`config.mk`:
```
export PLATFORM = sky130hd
export DESIGN_NAME = register_arbiter
export DESIGN_NICKNAME = d
export VERILOG_FILES = /design/src/rtl/register_arbiter.sv
export SDC_FILE = /design/constraint.sdc
export NUM_CORES = 1
export LEC_CHECK = 0
export CORE_ASPECT_RATIO = 1.75
export CORE_UTILIZATION = 40
export CTS_BUF_LIST = sky130_fd_sc_hd__clkbuf_2
export CTS_CLUSTER_DIAMETER = 40
export CTS_CLUSTER_SIZE = 10
export DETAILED_ROUTE_END_ITERATION = 7
export GPL_ROUTABILITY_DRIVEN = 0
export PLACE_DENSITY = 0.78
export SETUP_SLACK_MARGIN = 0.15
export SLEW_MARGIN = 20
export SYNTH_ARGS = -nofsm -noshare
export SYNTH_HDL_FRONTEND = slang
export SYNTH_SLANG_ARGS = --single-unit
```
`constraint.sdc`:
```
create_clock -name clk -period 1.7 [get_ports clk]
set_clock_uncertainty 0.1 [all_clocks]
set_input_delay 0.51 -clock clk [delete_from_list [all_inputs] [get_ports clk]]
set_output_delay 0.51 -clock clk [all_outputs]
set_load 0.02 [all_outputs]
```
`src/rtl/register_arbiter.sv`:
```
// Two-requester arbiter driving a shared register's LD/INC/NOP command port.
// Latency: command, ack and busy appear one edge after req is sampled in IDLE; one op per 2 cycles.
// Backpressure: requesters hold req/op_ld/data until ack; round-robin ties with REGISTER_ARBITER_ROUND_ROBIN_EN.
module register_arbiter #(
    parameter int WIDTH = 8,
    parameter int CNT_WIDTH = 16,
    localparam int REG_CTRL_WIDTH = 2
) (
    input  logic                      clk,
    input  logic                      sync_reset_n,
    input  logic [1:0]                req,
    input  logic [1:0]                op_ld,
    input  logic [WIDTH-1:0]          data0,
    input  logic [WIDTH-1:0]          data1,
    output logic [1:0]                ack,
    output logic [REG_CTRL_WIDTH-1:0] reg_ctrl,
    output logic [WIDTH-1:0]          reg_data,
    output logic                      busy,
    output logic [CNT_WIDTH-1:0]      ops_done
);

    // Command encodings shared with the register block (register.vh).
    localparam logic [REG_CTRL_WIDTH-1:0] REG_CTRL_NOP = 2'b00;
    localparam logic [REG_CTRL_WIDTH-1:0] REG_CTRL_LD  = 2'b01;
    localparam logic [REG_CTRL_WIDTH-1:0] REG_CTRL_INC = 2'b10;

    typedef enum logic {
        IDLE  = 1'b0,
        ISSUE = 1'b1
    } state_t;

    state_t                      state, state_nxt;
    logic [REG_CTRL_WIDTH-1:0]   reg_ctrl_nxt;
    logic [WIDTH-1:0]            reg_data_nxt;
    logic [1:0]                  ack_nxt;
    logic                        busy_nxt;
    logic [CNT_WIDTH-1:0]        ops_done_nxt;
    logic                        win;

`ifdef REGISTER_ARBITER_ROUND_ROBIN_EN
    logic rr_ptr, rr_ptr_nxt;

    // rr_ptr remembers the last winner; on a tie the other requester goes.
    always_comb begin
        win = 1'b0;
        if (req == 2'b11) begin
            win = ~rr_ptr;
        end else begin
            win = req[1];
        end
    end
`else
    always_comb begin
        win = ~req[0];
    end
`endif

    always_comb begin
        state_nxt    = state;
        reg_ctrl_nxt = REG_CTRL_NOP;
        reg_data_nxt = reg_data;
        ack_nxt      = 2'b00;
        busy_nxt     = 1'b0;
        ops_done_nxt = ops_done;
`ifdef REGISTER_ARBITER_ROUND_ROBIN_EN
        rr_ptr_nxt   = rr_ptr;
`endif
        case (state)
            IDLE: begin
                if (|req) begin
                    state_nxt    = ISSUE;
                    reg_ctrl_nxt = op_ld[win] ? REG_CTRL_LD : REG_CTRL_INC;
                    reg_data_nxt = win ? data1 : data0;
                    ack_nxt      = win ? 2'b10 : 2'b01;
                    busy_nxt     = 1'b1;
`ifdef REGISTER_ARBITER_ROUND_ROBIN_EN
                    rr_ptr_nxt   = win;
`endif
                end
            end
            ISSUE: begin
                // Counted on the edge that completes the issue cycle, so a reset there drops it.
                state_nxt    = IDLE;
                ops_done_nxt = ops_done + CNT_WIDTH'(1);
            end
            default: begin
                state_nxt = IDLE;
            end
        endcase
    end

    always_ff @(posedge clk) begin
        if (!sync_reset_n) begin
            state    <= IDLE;
            reg_ctrl <= REG_CTRL_NOP;
            reg_data <= '0;
            ack      <= 2'b00;
            busy     <= 1'b0;
            ops_done <= '0;
`ifdef REGISTER_ARBITER_ROUND_ROBIN_EN
            rr_ptr   <= 1'b0;
`endif
        end else begin
            state    <= state_nxt;
            reg_ctrl <= reg_ctrl_nxt;
            reg_data <= reg_data_nxt;
            ack      <= ack_nxt;
            busy     <= busy_nxt;
            ops_done <= ops_done_nxt;
`ifdef REGISTER_ARBITER_ROUND_ROBIN_EN
            rr_ptr   <= rr_ptr_nxt;
`endif
        end
    end

endmodule

```
==> results.py, run 1 <==
metrics = {
    "global_routing": {
        "grt_max_degree": 21,
        "first_global_vias": 1272,
        "grt_usage": 0.209,
        "grt_remaining_overflow": 0,
        "grt_pass1_wl_um": 5290,
        "antenna_found_initial": 0,
    },
    "sta": {
        "timing.fmax_mhz": 639,
        "post-route-min-period_ns": 1.56,
        "fin_ws_ns": 0.135,
        "tightest_slew_ns": 0.365,
        "hold_violations": 0,
        "rsz0062_at_grt": "yes",
        "tns_ns": 0,
        "setup_viol": 0,
        "slew_viol_final": 0,
        "slew_headroom": 0.755,
        "fin_crit_sh": 0.920,
    },
    "cts": {
        "clock-sinks": 29,
        "path_clk_slew_ns": 0.17,
        "cts_buffer_depth": 2,
        "worstSkewPairLatency_ns": 0.37,
        "cts_tree": "done",
        "cts_hold_buf": 0,
        "cts_buffers": 5,
        "htreeDepth": 2,
        "clockRootBuffer": "clkbuf_2",
    },
    "route": {
        "via_count": 1287,
        "drt_wl_total_um": 3260,
        "first_pass_iters": 4,
        "drc": 0,
        "ant_nets": 0,
        "via_per_inst": 5.17,
        "drtIter0Drc": 33,
        "routedWlPerCell_um": 13.1,
    },
    "final_layout": {
        "layout.cells.non_filler": 249,
        "diodes": 0,
        "nFillCells": 266,
        "drive_above_1_share": 0.396,
        "area_growth_syn_to_layout_pct": 49.8,
        "final_cell_area_um2": 1890,
        "fin_nets": 229,
    },
    "floorplanning": {
        "num_rows": 26,
        "core-area_um2": 2960,
        "fp.dieW_um": 44.5,
        "fp.dieH_um": 76.4,
        "start_util": 0.427,
        "ios": 51,
        "dieArea_um2": 3400,
    },
    "run_status": {
        "status": "finished clean",
    },
    "logic_synthesis": {
        "yosysMostFrequentCell": "dfxtp_1",
        "ys.flop_type": "dfxtp_1",
        "synth_seq_cells": 29,
        "yosysWarnings": 0,
        "ys_types": 28,
        "syn_area_um2": 1260,
        "synth_top_area_share": 0.459,
        "avgSynthCellArea_um2": 9.37,
        "synthTopCellsByArea": "dfxtp_1 (46%), mux2i_1 (12%), a211oi_1 (4.7%), nor2_1 (4.7%), nand4_1 (3.5%)",
        "yosys.area.top_type": "dfxtp_1",
        "synth-edff-count": 0,
        "synthCells": 135,
        "ys_seq_area_frac": 0.459,
        "synthArstFlopShare": 0,
        "syn_nets": 158,
        "synth_common_cells": "dfxtp_1 (29), nor2_1 (16), mux2i_1 (15)",
    },
    "setup_path": {
        "worstSetupPathType": "reg2reg",
        "arrival_ns": 1.78,
        "cp_max_fo": 6,
        "critPathLaunchType": "flop",
        "end_kind": "flop",
        "cp_data_required_time_ns": 1.92,
    },
    "pwr": {
        "p_int_uw": 928,
        "power_frac_seq": 0.557,
        "p_clk_frac": 0.269,
        "p_per_area_nw_per_um2": 693,
        "ir_drop_mv": 0.443,
        "power.total_mw": 1.31,
        "p_sw_frac": 0.293,
        "p_leak_nw": 0.820,
        "p_sw_uw": 384,
        "combinationalPowerShare": 0.174,
    },
    "min_path": {
        "worstHoldPathType": "reg2reg",
    },
    "flow_run": {
        "cap_viol_max_count": 0,
    },
    "place": {
        "hpwl_um": 2370,
        "port_buffers": 50,
        "preCtsSetupSlack_ns": -0.245,
        "post_dp_cell_area_um2": 1900,
        "dp_cells": 235,
    },
}
==> per-stage QoR <==
| stage | hold WS, ns | utilization |
|---|---|---|
| after floorplan | 0.440 | - |
| after global placement | 0.356 | 0.641 |
| after detailed placement | 0.363 | 0.641 |
| after CTS | 0.372 | 0.619 |
| after global routing | 0.396 | 0.640 |
| final | 0.371 | 0.640 |
==> layout by cell type (no fill, tap or decap) <==
master,n
buf_4,23
a21oi_1,6
nor4_2,3
dfxtp_4,2
nor2_1,16
xor2_1,3
clkbuf_2,6
nand3_2,1
a211oi_1,8
or4_1,2
nand4_1,7
mux2i_1,15
nor3b_1,1
nand3_1,2
o31ai_2,1
xnor2_1,1
nor2b_1,1
inv_1,2
or3_2,2
o21ai_0,4
clkinv_2,2
or3_1,3
dfxtp_2,12
o31ai_1,1
nand4_4,1
nor4_1,2
buf_2,27
nand2_1,10
dfxtp_1,15
nand2b_1,5
clkdlybuf4s50_1,21
o21ba_4,1
ha_2,1
==> final cells by class <==
type / count / area [um2] / area share
clock buffer: 6 / 30.0 / 0.0159
tap: 42 / 52.6 / 0.0277
sequential: 29 / 603 / 0.318
inverter: 2 / 7.51 / 0.00396
multi-input combinational: 97 / 673 / 0.355
clock inverter: 2 / 10.0 / 0.00528
timing repair buffer: 71 / 518 / 0.273
==> worst paths after layout <==
check               start      endpoint  slack (ns)  depth (start not counted)
max           ops_done[0]  ops_done[10]        0.14                          4
min reg2reg  ops_done[15]  ops_done[15]        0.37                          2
max reg2reg   ops_done[0]  ops_done[10]        0.14                          4
min          ops_done[15]  ops_done[15]        0.37                          2
==> cell families after synthesis <==
family / share of synthesized area
AOI/OAI and AO/OA: 0.107
xor gates and xnor gates: 0.0277
adders and majority gates: 0.00989
buffers and inverters: 0.0346
DFF: 0.459
muxes: 0.119
and+or+nand+nor: 0.243
==> worst max-delay path, cell delays in order (launching register included) <==
cell     delay (ns)
dfxtp_4        0.40
ha_2           0.21
nand4_1        0.22
or4_1          0.46
a21oi_1        0.15
==> per-layer routing <==
| layer | track usage | routed length [um] | share of wire |
|---|---|---|---|
| met5 | 0 | 0 | 0 |
| met4 | 0.112 | 45 | 0.014 |
| met3 | 0.0427 | 208 | 0.064 |
| met2 | 0.388 | 1840 | 0.57 |
| met1 | 0.196 | 1160 | 0.36 |
==> power by group through the flow <==
stage / clock (mW) / sequential [mW] / combinational, mW
floorplan: 0 / 0.782 / 0.0852
global placement: 0 / 0.745 / 0.240
detailed placement: 0 / 0.746 / 0.250
CTS: 0.359 / 0.732 / 0.222
global route: 0.382 / 0.735 / 0.248
finish: 0.353 / 0.731 / 0.228
==> sequential cells by signal (all words and copies together) (netlist names) <==
name,count
ops_done,16
reg_data,8
ack,2
reg_ctrl,2
busy,1
==> what timing repair did <==
action                     4_1_cts  5_1_grt
pin swaps                        1        1
resized for setup              126       11
setup endpoints to repair       33       20
buffers inserted                 3        3
Note: power is estimated with default switching activity, not from simulation.
==> run 2: changes to the inputs <==
--- a/config.mk
+++ b/config.mk
@@ -12,6 +12,7 @@
 export CTS_CLUSTER_SIZE = 10
 export DETAILED_ROUTE_END_ITERATION = 7
 export GPL_ROUTABILITY_DRIVEN = 0
+export MAX_ROUTING_LAYER = met4
 export PLACE_DENSITY = 0.78
 export SETUP_SLACK_MARGIN = 0.15
 export SLEW_MARGIN = 20
==> run 2 against run 1 <==
Sequential share of layout area unchanged. Largest cell class unchanged. Sequential power about the same. Non-clock buffer count unchanged. Setup slack got worse by 0.00059 ns.
==> results.py, run 2 (synthesized netlist as in run 1, its figures left out) <==
metrics = {
    "sta": {
        "rsz0062_at_grt": "yes",
        "slew_viol_final": 0,
        "timing.fmax_mhz": 639,
        "tightest_slew_ns": 0.365,
        "slew_headroom": 0.755,
        "fin_crit_sh": 0.921,
        "hold_violations": 0,
        "post-route-min-period_ns": 1.57,
        "setup_viol": 0,
        "hold-worst-slack_ns": 0.370,
    },
    "min_path": {
        "hp-start": "ops_done[15]",
        "worstHoldPathType": "reg2reg",
    },
    "floorplanning": {
        "core-area_um2": 2960,
        "num_rows": 26,
        "start_util": 0.427,
        "fp.dieH_um": 76.4,
        "dieArea_um2": 3400,
        "fp.dieW_um": 44.5,
        "ios": 51,
    },
    "cts": {
        "clockRootBuffer": "clkbuf_2",
        "worstSkewPairLatency_ns": 0.37,
        "cts_hold_buf": 0,
        "cts_buffer_depth": 2,
        "path_clk_slew_ns": 0.17,
        "htreeDepth": 2,
        "clock-sinks": 29,
        "cts_tree": "done",
        "cts_buffers": 5,
    },
    "place": {
        "post_dp_cell_area_um2": 1900,
        "port_buffers": 50,
        "hpwl_um": 2370,
    },
    "route": {
        "drt_wl_total_um": 3280,
        "drc": 0,
        "via_per_inst": 5.14,
        "first_pass_iters": 5,
        "drtIter0Drc": 33,
        "ant_nets": 0,
        "routedWlPerCell_um": 13.2,
        "via_count": 1280,
    },
    "setup_path": {
        "crit_buf_inv": 1,
        "max_stage_delay_ns": 0.54,
        "cp_data_required_time_ns": 1.92,
        "cp_max_fo": 6,
        "arrival_ns": 1.78,
        "worstSetupPathType": "reg2reg",
        "r2r_start": "ops_done[9]",
        "end_kind": "flop",
        "cp_cell_sequence": "buf_4 -> nand3_1 -> or4_1 -> a21oi_1",
        "rrSetupSlack_ns": 0.13,
        "setup.worst_path.start": "ops_done[9]",
        "critPathLaunchType": "flop",
        "slowest_stage": "or4_1",
        "crit_family": "simple AND/OR/NAND/NOR gates",
    },
    "run_status": {
        "status": "finished clean",
    },
    "final_layout": {
        "drive_above_1_share": 0.396,
        "fin_nets": 229,
        "mostFrequentLayoutCell": "buf_2",
        "top_regs": "ops_done: 16 flops, reg_data: 8 flops",
        "area_growth_syn_to_layout_pct": 49.8,
        "regMostFlops": "ops_done",
        "largest_reg_flops": 16,
        "final_cell_area_um2": 1890,
        "layout_common_cells": "buf_2 (27), buf_4 (23), clkdlybuf4s50_1 (21), nor2_1 (16)",
        "diodes": 0,
    },
    "pwr": {
        "ir_drop_mv": 0.446,
        "p_per_area_nw_per_um2": 691,
        "power.total_mw": 1.31,
        "p_leak_nw": 0.820,
    },
    "global_routing": {
        "grt_remaining_overflow": 0,
        "first_global_vias": 1267,
        "grt_usage": 0.214,
        "grt_pass1_wl_um": 5300,
        "antenna_found_initial": 0,
        "grt_max_degree": 21,
    },
    "flow_run": {
        "cap_viol_max_count": 0,
    },
}
run 2: cell counts in the layout (fill, tap and decap cells not counted):
No cell type changed its count.
run 2: final cells by class:
class / count / area (um2)
Timing Repair Buffer: 71 / 518
Multi-Input combinational cell: 97 / 673
Clock inverter: 2 / 10.0
Fill cell: 266 / 1070
Sequential cell: 29 / 603
Tap cell: 42 / 52.6
Inverter: 2 / 7.51
Clock buffer: 6 / 30.0
run 2: worst reg2reg max path: cells and delay by family (launching register included):
family | cells | cell delay, ns
DFF | 1 | 0.36
and+or+nand+nor | 2 | 0.80
buffers and inverters | 1 | 0.11
AOI/OAI and AO/OA | 1 | 0.15
run 2: layer usage:
layer / up-vias / GRT usage / part of all wire
li1: 630 / - / -
met1: 582 / 0.199 / 0.37
met2: 61 / 0.388 / 0.56
met3: 7 / 0.0379 / 0.053
met4: 0 / 0.112 / 0.019
met5: - / - / 0
run 2: power breakdown:
part	total, mW	internal, mW	switching, mW
clock	0.350	0.103	0.246
combinational	0.228	0.113	0.115
sequential	0.731	0.712	0.0189
total	1.31	0.928	0.381
run 2: stage by stage:
stage          setup WS (ns)  cells   util  TNS (ns)
2_1_floorplan          0.159    135      -         0
3_3_place_gp         -0.0891    235  0.641    -0.809
3_5_place_dp          -0.245    235  0.641     -1.73
4_1_cts                0.135    246  0.619         0
5_1_grt               0.0419    249  0.640         0
6_report               0.135    249  0.640         0
run 2: repair_timing:
item	in CTS	in global routing
endpoints found under the setup margin	33	20
pin swaps	1	1
gates resized for setup	126	11
setup buffers	3	3
run 2: final timing paths:
kind	end	cells past startpoint
max	ops_done[10]	4
min	ops_done[15]	2
min reg2reg	ops_done[15]	2
max reg2reg	ops_done[10]	4
